**config.mk**
```make
export PLATFORM = sky130hd
export DESIGN_NAME = logistic_orbit_marker
export DESIGN_NICKNAME = d
export VERILOG_FILES = /design/src/rtl/logistic_orbit_marker_pkg.sv /design/src/rtl/logistic_orbit_marker_bank.sv /design/src/rtl/logistic_orbit_marker.sv
export SDC_FILE = /design/constraint.sdc
export NUM_CORES = 2
export LEC_CHECK = 0
export CAP_MARGIN = 20
export CORE_UTILIZATION = 40
export CTS_BUF_LIST = sky130_fd_sc_hd__clkbuf_8
export CTS_CLUSTER_DIAMETER = 40
export CTS_CLUSTER_SIZE = 30
export DETAILED_ROUTE_END_ITERATION = 12
export PLACE_DENSITY_LB_ADDON = 0.2
export SLEW_MARGIN = 40
export SYNTH_ARGS = -nofsm -noshare
export SYNTH_HDL_FRONTEND = slang
export SYNTH_HIERARCHICAL = 1
export SYNTH_SLANG_ARGS = --single-unit
export TNS_END_PERCENT = 5
```
**constraint.sdc**
```tcl
create_clock -name CLK -period 6.8 [get_ports CLK]
set_input_delay 2.04 -clock CLK [delete_from_list [all_inputs] [get_ports CLK]]
set_output_delay 2.04 -clock CLK [all_outputs]
set_load 0.005 [all_outputs]
```
**src/rtl/logistic_orbit_marker_pkg.sv**
```systemverilog
`default_nettype none
// ============================================================================
// Module      : logistic_orbit_marker_pkg
// Description : Shared constants and state type for the logistic-map orbit
//               marker (Q1.16 iterate format, row mapping, FSM states).
// Revision    : 1.0 - initial release
// ============================================================================
package logistic_orbit_marker_pkg;

  // Q1.16 iterate format: 1 integer bit, 16 fraction bits.
  localparam int                X_W      = 17;
  localparam logic [X_W-1:0]    ONE      = 17'h10000;

  // Row mapping: row = x >> X_SHIFT, truncated to ROW_BITS.
  localparam int                ROW_BITS = 9;
  localparam int                X_SHIFT  = 8;

  // Length and distinct-count widths.
  localparam int                LEN_W    = 9;
  localparam int                CNT_W    = 10;

  typedef enum logic [1:0] {
    IDLE = 2'd0,
    SKIP = 2'd1,
    PLOT = 2'd2,
    DONE = 2'd3
  } state_e;

endpackage : logistic_orbit_marker_pkg
`default_nettype wire

```
**src/rtl/logistic_orbit_marker_bank.sv**
```systemverilog
`default_nettype none
// ============================================================================
// Module      : orbit_bitmap_bank
// Description : Ping-pong pair of row bitmaps. The bank selected by
//               disp_sel_i is displayed (registered read); the other bank is
//               the fill bank (clear, set-bit with prior-bit lookup).
// Revision    : 1.0 - initial release
// ============================================================================
module orbit_bitmap_bank
  import logistic_orbit_marker_pkg::*;
#(
  parameter int BANK_ROW_BITS = ROW_BITS
) (
  input  logic                     clk_i,
  input  logic                     rst_ni,
  input  logic                     clr_i,
  input  logic                     wr_en_i,
  input  logic [BANK_ROW_BITS-1:0] wr_row_i,
  input  logic                     disp_sel_i,
  input  logic [BANK_ROW_BITS-1:0] rd_row_i,
  output logic                     prior_o,
  output logic                     rd_hit_o
);

  localparam int DEPTH = 1 << BANK_ROW_BITS;

  logic [1:0][DEPTH-1:0] bank_q;
  logic                  rd_hit_q;
  logic                  w_fill_sel;

  // The fill bank is always the one not on display, so the raster never
  // sees a column that is still being built.
  assign w_fill_sel = ~disp_sel_i;
  assign prior_o    = bank_q[w_fill_sel][wr_row_i];
  assign rd_hit_o   = rd_hit_q;

  // Bank storage and registered display-bank read.
  always_ff @(posedge clk_i or negedge rst_ni) begin
    if (!rst_ni) begin
      bank_q   <= '0;
      rd_hit_q <= 1'b0;
    end else begin
      rd_hit_q <= bank_q[disp_sel_i][rd_row_i];
      if (clr_i) begin
        bank_q[w_fill_sel] <= '0;
      end else if (wr_en_i) begin
        bank_q[w_fill_sel][wr_row_i] <= 1'b1;
      end
    end
  end

endmodule : orbit_bitmap_bank
`default_nettype wire

```
**src/rtl/logistic_orbit_marker.sv**
```systemverilog
`default_nettype none
// ============================================================================
// Module      : logistic_orbit_marker
// Description : Consumes a column of Q1.16 logistic-map iterates, drops a
//               warm-up run, marks visited display rows in a ping-pong row
//               bitmap and reports the number of distinct rows hit.
// Revision    : 1.0 - initial release
// ============================================================================
module logistic_orbit_marker
  import logistic_orbit_marker_pkg::*;
(
  input  logic                CLK,
  input  logic                RST,
  input  logic                start,
  input  logic [LEN_W-1:0]    skip_len,
  input  logic [LEN_W-1:0]    plot_len,
  input  logic                x_valid,
  input  logic [X_W-1:0]      x,
  output logic                busy,
  output logic                done,
  output logic [CNT_W-1:0]    distinct,
  input  logic [ROW_BITS-1:0] rd_row,
  output logic                rd_hit,
  output logic                disp_sel
);

  state_e               state_q,    state_d;
  logic [LEN_W-1:0]     skip_rem_q, skip_rem_d;
  logic [LEN_W-1:0]     plot_rem_q, plot_rem_d;
  logic [CNT_W-1:0]     cnt_q,      cnt_d;
  logic [CNT_W-1:0]     distinct_q, distinct_d;
  logic                 disp_sel_q, disp_sel_d;

  logic                 w_clr;
  logic                 w_wr_en;
  logic                 w_prior;
  logic [ROW_BITS-1:0]  w_row;

  assign w_row    = ROW_BITS'(x >> X_SHIFT);

  assign busy     = (state_q == SKIP) || (state_q == PLOT);
  assign done     = (state_q == DONE);
  assign distinct = distinct_q;
  assign disp_sel = disp_sel_q;

  orbit_bitmap_bank #(
    .BANK_ROW_BITS (ROW_BITS)
  ) u_bank (
    .clk_i      (CLK),
    .rst_ni     (RST),
    .clr_i      (w_clr),
    .wr_en_i    (w_wr_en),
    .wr_row_i   (w_row),
    .disp_sel_i (disp_sel_q),
    .rd_row_i   (rd_row),
    .prior_o    (w_prior),
    .rd_hit_o   (rd_hit)
  );

  // Next-state, counter and bank-control logic for one column.
  always_comb begin
    state_d    = state_q;
    skip_rem_d = skip_rem_q;
    plot_rem_d = plot_rem_q;
    cnt_d      = cnt_q;
    distinct_d = distinct_q;
    disp_sel_d = disp_sel_q;
    w_clr      = 1'b0;
    w_wr_en    = 1'b0;

    case (state_q)
      IDLE, DONE: begin
        state_d = IDLE;
        if (start) begin
          w_clr      = 1'b1;
          skip_rem_d = skip_len;
          plot_rem_d = plot_len;
          cnt_d      = '0;
          if (skip_len != '0) begin
            state_d = SKIP;
          end else if (plot_len != '0) begin
            state_d = PLOT;
          end else begin
            // Empty column: publish the freshly cleared bank at once.
            state_d    = DONE;
            disp_sel_d = ~disp_sel_q;
            distinct_d = '0;
          end
        end
      end

      SKIP: begin
        if (x_valid) begin
          skip_rem_d = skip_rem_q - LEN_W'(1);
          if (skip_rem_q == LEN_W'(1)) begin
            if (plot_rem_q != '0) begin
              state_d = PLOT;
            end else begin
              // Nothing to plot after warm-up: finish with an empty column
              // rather than waiting forever in PLOT.
              state_d    = DONE;
              disp_sel_d = ~disp_sel_q;
              distinct_d = '0;
            end
          end
        end
      end

      PLOT: begin
        if (x_valid) begin
          w_wr_en    = 1'b1;
          plot_rem_d = plot_rem_q - LEN_W'(1);
          if (!w_prior) begin
            cnt_d = cnt_q + CNT_W'(1);
          end
          if (plot_rem_q == LEN_W'(1)) begin
            state_d    = DONE;
            disp_sel_d = ~disp_sel_q;
            distinct_d = cnt_d;
          end
        end
      end

      default: begin
        state_d = IDLE;
      end
    endcase
  end

  // State and counter registers.
  always_ff @(posedge CLK or negedge RST) begin
    if (!RST) begin
      state_q    <= IDLE;
      skip_rem_q <= '0;
      plot_rem_q <= '0;
      cnt_q      <= '0;
      distinct_q <= '0;
      disp_sel_q <= 1'b0;
    end else begin
      state_q    <= state_d;
      skip_rem_q <= skip_rem_d;
      plot_rem_q <= plot_rem_d;
      cnt_q      <= cnt_d;
      distinct_q <= distinct_d;
      disp_sel_q <= disp_sel_d;
    end
  end

endmodule : logistic_orbit_marker
`default_nettype wire

```
==> impl_metrics.ini <==
[detailed_routing]
drc = 0
wire_per_inst_um = 30.1
ant_nets = 0
drtIter0Drc = 6302
wl_um = 220000
vias = 46470
viasPerCell = 6.36
dr.pass1.iters = 6

[sta]
post-route-period-util = 0.879
hold_viol_final = 0
setup_ws_ns = 0.825
final_max_slew_viol_count = 0
worst_slew_pin_slew_ns = 0.960
clock_skew_ns = 0.0703
setup_tns_ns = 0
setup_viol = 0
timing.slew.headroom = 0.357
rsz0062_at_grt = no
period_needed_ns = 5.98
fmax_mhz = 167

[floorplanning]
start_util = 0.403
rows = 137
core_area_mm2 = 0.139
die_h_um = 377
die-area_mm2 = 0.142
dieWidth_um = 377
pin_count = 62

[logic_synthesis]
netlist.area_leader.share = 0.475
synth_enable_flop_cells = 0
synthArstFlopShare = 1.00
synth_area_leaders = dfrtp_1, mux4_2, a21oi_1
synth_nets = 5350
ys_seq_area_frac = 0.475
synth_cells = 5293
synth_cell_types = 77
synth_common_cells = nor2_1, a21oi_1, dfrtp_1
ys_warn_count = 6
yosysMostFrequentCell = nor2_1
postSynthAreaPerCell_um2 = 10.6
synth_ff_type = dfrtp_1
yosys.area.top_type = dfrtp_1
synth_area_mm2 = 0.0562
ys_ff_latch = 1066

[clocking]
cts_resized = 0
clock_tree.root_cell = clkbuf_8
cts_buffers = 175
clk_path_buf_depth = 3
h-tree-depth = 4
cts_tree = built
hold_buffers = 0
postCtsSetupBuffers = 0
clk_pin_slew_ns = 0.05
clk-insertion-delay-late_ns = 0.93
clock_sinks = 1066

[worst_setup_path]
start_kind = input pin
cp.required_ns = 7.55
path_class = input pin to register
cp.arrival_ns = 6.73
critPathCaptureType = register
worstPathMaxFanout = 9

[final_layout]
layout.nets = 5330
layout-drive-gt1-share = 0.210
syn2layout_area_growth_pct = 13.8

[placed_design]
io_buffer_count = 53
pre_cts_slack_ns = 0.0345
gp_congestion = 0.925
dpl.hpwl_um = 134000

[job]
maxCapViolCount = 0

[grt]
grt_pass1_vias = 44765
track_usage = 0.310
grt_remaining_overflow = 0
grt_pass1_wl_um = 322000
grt_max_degree = 153
antenna_found_initial = 10

[power_and_ir_drop]
peakVddDrop_v = 0.000288
p_per_area_mw_per_mm2 = 284
p_leak_nw = 28.9

[status]
status = completed

[min_path]
min_path_type = register to register
==> registers in the layout (all words and copies together), names as in the netlist <==
register / count
skip_rem_q: 9
cnt_q: 10
state_q: 2
disp_sel: 1
plot_rem_q: 9
distinct: 10
u_bank/rd_hit_o: 1
u_bank/bank_q: 1024
==> cell type report <==
type / count / area [um^2]
multi-input combinational: 3677 / 27200
inverter: 25 / 93.8
timing repair buffer: 328 / 3330
fill: 12961 / 75400
tap: 1876 / 2350
sequential: 1066 / 26700
clock inverter: 132 / 1530
antenna: 5 / 12.5
clock buffer: 198 / 2730
==> kinds of logic (layout without fill, tap and decap cells) <==
logic type / count (synthesis) / after routing / share of synthesized area
fa+ha+maj: 9 / 9 / 0.00200
other cells: 0 / 5 / 0
flops: 1066 / 1066 / 0.475
buf+inv: 550 / 683 / 0.0481
xor+xnor: 9 / 9 / 0.00140
compound gates: 1448 / 1448 / 0.143
simple gates: 1492 / 1492 / 0.109
mux: 719 / 719 / 0.222
==> layer usage <==
| layer | up-vias | track usage | wire, um |
|---|---|---|---|
| met4 | 8 | 0.144 | 11100 |
| met1 | 23887 | 0.427 | 86800 |
| met2 | 2761 | 0.461 | 97600 |
| met5 | - | 0 | 41 |
| met3 | 585 | 0.0752 | 24500 |
| li1 | 19229 | - | - |
==> path summary, 6_finish.rpt <==
check	to	cells after the start	slack (ns)	startpoint
min in group asynchronous	u_bank/bank_q[580]	1	1.06	RST
max in group asynchronous	u_bank/bank_q[842]	4	4.26	RST
setup / recovery	cnt_q[5]	16	0.82	x[11]
hold / removal	cnt_q[9]	2	0.51	cnt_q[9]
setup reg to reg	distinct[7]	17	1.67	disp_sel
hold reg to reg	cnt_q[9]	2	0.51	cnt_q[9]
==> critical path: stages <==
cell             delay [ns]
clkdlybuf4s50_1        0.76
buf_4                  0.37
nor2b_4                0.64
buf_4                  0.35
nand3_1                0.09
a41oi_1                0.32
o2111ai_1              0.17
a21oi_1                0.29
a2111oi_0              0.12
o21bai_1               0.34
buf_4                  0.24
and4b_1                0.22
and3_1                 0.19
xor2_1                 0.13
and2_1                 0.17
mux2_2                 0.26
==> cell usage in the layout (no fill, tap or decap), drive strengths merged, types with 8 or more instances in the layout <==
cell type / count
nor2: 1143
a21oi: 1105
dfrtp: 1066
mux4: 413
buf: 281
mux2i: 272
clkbuf: 199
nand2: 131
inv: 83
a22oi: 65
o21ai: 58
nand3: 57
o22ai: 47
clkdlybuf4s50: 46
o221ai: 43
mux2: 34
nand4: 31
clkinv: 30
nor3: 25
nor2b: 24
bufinv: 23
a31oi: 21
clkinvlp: 21
nand2b: 18
and2: 15
a211oi: 14
o211ai: 11
a41oi: 9
ha: 9
nor4: 9
a2111oi: 9
xnor2: 8
a221oi: 8
==> where the power goes <==
group | switching [mW] | leakage, nW | internal [mW]
logic | 3.12 | 11.9 | 1.39
clock network | 3.20 | 2.16 | 3.71
registers | 0.216 | 14.8 | 6.52
total | 6.53 | 28.9 | 11.6
==> per-stage QoR <==
step | std cells | area [um^2] | util | power [mW] | hold slack (ns)
after global placement | 6966 | 59500 | 0.427 | 11.2 | 0.490
after floorplan | 5293 | 56200 | - | 9.75 | 0.470
final | 7307 | 63900 | 0.459 | 18.2 | 0.508
after detailed placement | 6969 | 59600 | 0.427 | 11.3 | 0.498
after global routing | 7306 | 63900 | 0.459 | 18.8 | 0.516
after CTS | 7299 | 63800 | 0.458 | 18.2 | 0.513
Power figures use the tool's default switching activity.
